===== src/rtl/reg_dump_reader.sv =====
// Debug read-out engine: walks a register-file read port in ascending order and streams
// index/data beats over valid/ready with a running XOR checksum. Optional macro REG_DUMP_SKIP_X0_EN skips x0.
module reg_dump_reader #(
  parameter int DATA_W = 32,
  parameter int NREGS  = 32
) (
  input  logic              clk,
  input  logic              rst,
  input  logic              start,
  output logic [4:0]        raddr,
  input  logic [DATA_W-1:0] rdata,
  output logic              out_valid,
  input  logic              out_ready,
  output logic [4:0]        out_idx,
  output logic [DATA_W-1:0] out_data,
  output logic              out_last,
  output logic              busy,
  output logic              done,
  output logic [DATA_W-1:0] csum
);

  // Handshake: a beat transfers on a rising edge where out_valid and out_ready are both 1;
  // while out_valid is 1 the beat (out_idx/out_data/out_last) holds stable until that edge.

  typedef enum logic [1:0] {
    IDLE = 2'd0,
    READ = 2'd1,
    SEND = 2'd2,
    DONE = 2'd3
  } state_t;

`ifdef REG_DUMP_SKIP_X0_EN
  localparam logic [4:0] FIRST = 5'd1;
`else
  localparam logic [4:0] FIRST = 5'd0;
`endif
  localparam logic [4:0] LAST = 5'(NREGS - 1);

  state_t     state;
  logic [4:0] cnt;

  // The read address is the counter register itself, so it is always a defined value.
  assign raddr = cnt;
  assign busy  = (state != IDLE);

  always_ff @(posedge clk or posedge rst) begin
    if (rst) begin
      state     <= IDLE;
      cnt       <= 5'd0;
      out_valid <= 1'b0;
      out_idx   <= 5'd0;
      out_data  <= '0;
      out_last  <= 1'b0;
      done      <= 1'b0;
      csum      <= '0;
    end else begin
      done <= 1'b0;
      case (state)
        IDLE: begin
          if (start) begin
            cnt   <= FIRST;
            csum  <= '0;
            state <= READ;
          end
        end
        READ: begin
          // Capture happens on the same edge as any concurrent write, so the old value is taken.
          out_data  <= rdata;
          out_idx   <= cnt;
          out_last  <= (cnt == LAST);
          csum      <= csum ^ rdata;
          out_valid <= 1'b1;
          state     <= SEND;
        end
        SEND: begin
          if (out_ready) begin
            out_valid <= 1'b0;
            if (out_last) begin
              done  <= 1'b1;
              state <= DONE;
            end else begin
              cnt   <= cnt + 5'd1;
              state <= READ;
            end
          end
        end
        DONE: begin
          state <= IDLE;
        end
        default: begin
          state <= IDLE;
        end
      endcase
    end
  end

endmodule

===== config.mk =====
export PLATFORM = sky130hd
export DESIGN_NAME = reg_dump_reader
export DESIGN_NICKNAME = d
export VERILOG_FILES = /design/src/rtl/reg_dump_reader.sv
export SDC_FILE = /design/constraint.sdc
export NUM_CORES = 1
export LEC_CHECK = 0
export CAP_MARGIN = 20
export CORE_UTILIZATION = 48
export CTS_CLUSTER_DIAMETER = 60
export DETAILED_ROUTE_END_ITERATION = 8
export GPL_ROUTABILITY_DRIVEN = 0
export PLACE_DENSITY = 0.85
export SETUP_SLACK_MARGIN = 0.05
export SYNTH_ARGS = -nofsm -noshare
export SYNTH_HDL_FRONTEND = slang
export SYNTH_SLANG_ARGS = --single-unit

===== constraint.sdc =====
create_clock -name clk -period 5 [get_ports clk]
set_clock_uncertainty 0.05 [all_clocks]
set_input_delay 0.75 -clock clk [delete_from_list [all_inputs] [get_ports clk]]
set_output_delay 0.75 -clock clk [all_outputs]
set_load 0.005 [all_outputs]

# Word-level counts from Yosys, hierarchy flattened
# Cells that the tools add are included.
# word_totals
ff_bits,79
inputBits,36
word_cells,41
# classes
add_sub_neg,1
n_eq_ne,7
mux,15
n_bitwise,1
n_reduce_logical,9
# op_table
operator,n
case mux 32 bit (2 select lines),1
2-to-1 mux 32 bit,1
bitwise XOR 32 bit,1
2-to-1 mux 5 bit,3
case mux 5 bit (2 select lines),1
case mux 2 bit (4 select lines),1
nonzero test 2 bit,4
2-to-1 mux 2 bit,3
!= test 2 bit (second input constant),3
AND reduction 2 bit,3
adder 5 x 1 -> 5 bit (second input constant),1
== test 5 bit (second input constant),1
== test 2 bit (second input constant),2
2-to-1 mux 1 bit,4
AND reduction 4 bit,1
== test 2 x 1 -> 1 bit (second input constant),1
zero test 2 bit,1
case mux 1 bit (2 select lines),1

# Longest topological paths before layout
# logic_depth
ltp_word,4
mapped_depth,5
mapped_depth_nobuf,4

# Worst setup path before layout
# No wires, ideal clock.
# synth_timing
path_kind,register to output
start,register state[0]
end,output busy
arrival_ns,0.988
path_slack_ns,3.212
path_stages_with_launch,4
cell_sequence,dfrtp_1 buf_2 buf_2 or2_2
# synth_between
elab_chain_cells,1
# synth_lines
element,line,source
from (decl),39,state_t state;
from (signal assigned),48,state <= IDLE;
from (signal assigned),63,state <= READ;
from (signal assigned),73,state <= SEND;
nonzero test 2 bit,44,assign busy = (state != IDLE);
to (decl),17,"output logic busy,"
# Every way passes these cells.

# Final worst setup path
# Ends and elaborated chain as after synthesis.

==> flow_summary.rst <==
.. list-table::
   :header-rows: 1

   * - Metric
     - Value
   * - Total power of the final layout
     - 2720 uW
   * - Clock transition at the registers of the reported paths
     - 0.07 ns
   * - Number of buffers inserted during clock tree synthesis
     - 9
   * - Die boundary width
     - 83.1 um
   * - Number of buffers inserted to repair setup after CTS
     - 0
   * - Setup Slack @ Placement
     - 2.42 ns
   * - Buffers added on ports
     - 113
   * - Setup Crit Path Kind
     - flip-flop to output pin
   * - CTS tree
     - built
   * - FP Rows
     - 29
   * - Upper clock frequency limit
     - 339 MHz
   * - Final routed wirelength across all metal layers
     - 7750 um
   * - Drt drc
     - 0
   * - Register bit count reported by yosys
     - 79
   * - Via count of the routed design
     - 2,604
   * - HPWL after detailed placement
     - 5140 um
   * - Slew Viols, Final
     - 0
   * - Required time of the critical path
     - 4.20 ns
   * - Path depth of the worst reg2reg path
     - 3
   * - Sinks on the clock net
     - 79
   * - Transition time of the tightest slew-check pin
     - 0.878 ns
   * - Total global routing overflow
     - 0
   * - Unrepaired setup endpoints after global routing
     - no
   * - Syn. warnings
     - 0
   * - Clock tree root driver cell
     - sky130_fd_sc_hd__clkbuf_8
   * - Layout cells sized above 1
     - 5.88%
   * - Number of inserted diodes
     - 0
   * - Top_reg_cell synth
     - sky130_fd_sc_hd__dfrtp_1
   * - Initial core utilization
     - 49.7%
   * - Wire length of the first global-routing pass
     - 12,700 um
   * - Switching power total
     - 891 uW
   * - Cell internal pwr
     - 1830 uW
   * - Final cell count without fillers
     - 485
   * - Worst reg2reg startpoint
     - state[0]
   * - Clock network fraction of total power
     - 18.8%
   * - Worst-case headroom to the max-slew limit
     - 41.5%
   * - Type of destination of the critical path
     - output pin
   * - Top fanout value on the critical path
     - 23
   * - Number of antenna violations at the first check in global routing
     - 0
   * - Reg2reg setup slack
     - 2.63 ns
   * - Clk_lat worst skew
     - 0.34 ns
   * - Combinational share of power
     - 41.2%
   * - 1st-pass router iterations
     - 6
   * - Number of enable flip-flop cells after synthesis
     - 0
   * - Pin count of the biggest net entering global routing
     - 45
   * - R2r endpoint
     - out_idx[1]
   * - Vertical extent of the die
     - 83.1 um
   * - End point of the worst hold path
     - csum[13]
   * - IO Pins
     - 114
   * - Summed instance area of the synthesized netlist
     - 3160 sq um
   * - CTS resizes
     - 0
   * - Top cell type by total area after synthesis
     - sky130_fd_sc_hd__dfrtp_1
   * - Syn_nets
     - 330
   * - Area fraction of the dominant cell type after synthesis
     - 62.6%
   * - Hold path depth
     - 1
   * - Outcome
     - completed
   * - Number of levels the H-tree was split into
     - 3
   * - Class of the tightest hold or removal check
     - flip-flop to flip-flop
   * - Part of the total power dissipated in sequential elements
     - 40.0%
   * - Post-synth cell types
     - 26
   * - Total track usage
     - 23.6%
   * - Leading cell types by total area after synthesis
     - sky130_fd_sc_hd__dfrtp_1 (63%), sky130_fd_sc_hd__nand2_1 (7.8%), sky130_fd_sc_hd__nand3b_1 (7.6%)
   * - Max clock buf depth
     - 2
   * - Final core utilization
     - 72.0%
   * - Count of nets left with antenna violations after detail routing
     - 0
   * - Arr. time, crit path
     - 2.15 ns
   * - Die area
     - 6900 sq um
   * - Placed Cells
     - 469
   * - Core footprint
     - 6350 sq um
   * - Critical Path Source Type
     - flip-flop
   * - Setup Viol. Count Final
     - 0
   * - Ys async rst share
     - 100%
   * - Number of global-route vias before repair
     - 2,652
   * - Switching fraction of total power
     - 32.8%
   * - Sequential share of the synthesized area
     - 62.6%
   * - Least setup slack across all paths after layout
     - 2.05 ns
   * - Count of max-cap constraint violations
     - 0
   * - Final critical-path share of the clock period
     - 58.9%
   * - DR iter-0 viols
     - 107
   * - Total of hold buffers inserted after clock tree synthesis
     - 0
   * - Routed wirelength normalized by instance count
     - 16.0 um
   * - Total Negative Setup Slacks
     - 0 ns
   * - Worst min-delay path startpoint
     - csum[13]
   * - Gate Count Post-Synth
     - 292
   * - VDD IR max
     - 374 uV
   * - Leak pwr
     - 0.00211 uW
   * - Number of endpoints with negative hold slack in the final report
     - 0
   * - Count of nets after finishing
     - 442
   * - Power density over the cells
     - 595 nW/um^2
   * - Post-layout minimum cycle time
     - 2.95 ns
   * - Area growth syn-to-layout
     - 44.9%
   * - Avg Inst Size Synth
     - 10.8 sq um
   * - Detailed-route vias per instance
     - 5.37
through the flow:
step           instance area (sq um)  hold slack [ns]
5_1_grt                         4570            0.445
2_1_floorplan                   3160            0.419
6_report                        4570            0.424
3_5_place_dp                    4330            0.414
4_1_cts                         4550            0.429
3_3_place_gp                    4310            0.408
registers in the layout, indices dropped and copies added, names as in the netlist:
signal	count
out_idx	5
raddr	5
state	2
out_valid	1
done	1
out_last	1
csum	32
out_data	32
logic make-up (layout without fill, tap and decap cells):
kind of cell,count (synthesis),count (layout),synth area share (%)
compound gates,41,41,7.02
simple gates,144,144,23.5
fa+ha+maj,2,2,0.793
mux,8,8,2.81
flops,79,79,62.6
buf+inv,18,134,3.29
how the worst max path moves through the flow:
stage / slack [ns] / cells after the start / startpoint / end
floorplan: 2.18 / 1 / rst / csum[0]
global placement: 2.39 / 4 / start / csum[0]
detailed placement: 2.42 / 3 / state[0] / busy
CTS: 2.03 / 3 / state[0] / busy
global route: 1.97 / 3 / state[0] / busy
finish: 2.05 / 3 / state[0] / busy
placed cells by master (no fill, tap or decap), types with 2 or more instances in the layout:
master | Yosys | routed
sky130_fd_sc_hd__mux2_1 | 4 | 4
sky130_fd_sc_hd__nand2b_1 | 3 | 2
sky130_fd_sc_hd__nand3b_1 | 32 | 32
sky130_fd_sc_hd__dfrtp_1 | 79 | 79
sky130_fd_sc_hd__nor2_1 | 2 | 2
sky130_fd_sc_hd__ha_1 | 2 | 2
sky130_fd_sc_hd__clkinv_2 | 0 | 3
sky130_fd_sc_hd__buf_4 | 0 | 2
sky130_fd_sc_hd__bufinv_16 | 0 | 2
sky130_fd_sc_hd__nand3_1 | 33 | 33
sky130_fd_sc_hd__a22o_1 | 3 | 3
sky130_fd_sc_hd__buf_16 | 0 | 2
sky130_fd_sc_hd__mux2_2 | 3 | 3
sky130_fd_sc_hd__nor2b_1 | 2 | 2
sky130_fd_sc_hd__clkbuf_8 | 0 | 10
sky130_fd_sc_hd__nor3b_1 | 2 | 2
sky130_fd_sc_hd__clkdlybuf4s50_1 | 0 | 113
sky130_fd_sc_hd__nand2_1 | 66 | 66
sky130_fd_sc_hd__a21oi_1 | 3 | 3
sky130_fd_sc_hd__o21ai_1 | 32 | 32
power by group through the flow:
stage	combinational [uW]	clock [uW]	sequential, uW
finish	1120	512	1090
global route	1230	546	1120
CTS	1090	522	1110
detailed placement	1090	0	1110
global placement	1030	0	1100
floorplan	492	0	1060
final cells by class:
cell class	instances	area (sq um)
Inverter	2	8.76
Timing Repair Buffer	117	1200
Tap cell	77	96.3
Sequential cell	79	1980
Clock inverter	4	70.1
Multi-Input combinational cell	195	1080
Fill cell	442	1780
Clock buffer	11	141
layer usage:
metal,up-vias,share of wire [%],global-route usage [%]
li1,1227,-,-
met1,1278,43,28.5
met2,88,50,38.7
met3,11,5.5,6.86
met4,0,1.7,11.9
met5,-,0,0
critical path, stage by stage, from the launching register on:
cell	delay, ns
sky130_fd_sc_hd__dfrtp_1	0.76
sky130_fd_sc_hd__buf_4	0.38
sky130_fd_sc_hd__or2_2	0.16
sky130_fd_sc_hd__clkdlybuf4s50_1	0.48
Yosys cell counts, types with 3 or more instances:
master	count
sky130_fd_sc_hd__buf_2	11
sky130_fd_sc_hd__a22o_1	3
sky130_fd_sc_hd__o21ai_1	32
sky130_fd_sc_hd__a21oi_1	3
sky130_fd_sc_hd__buf_6	3
sky130_fd_sc_hd__nand2b_1	3
sky130_fd_sc_hd__mux2_1	4
sky130_fd_sc_hd__nand2_1	66
sky130_fd_sc_hd__nand3_1	33
sky130_fd_sc_hd__nand3b_1	32
sky130_fd_sc_hd__mux2_2	3
sky130_fd_sc_hd__dfrtp_1	79
(Power assumes the default switching activity.)
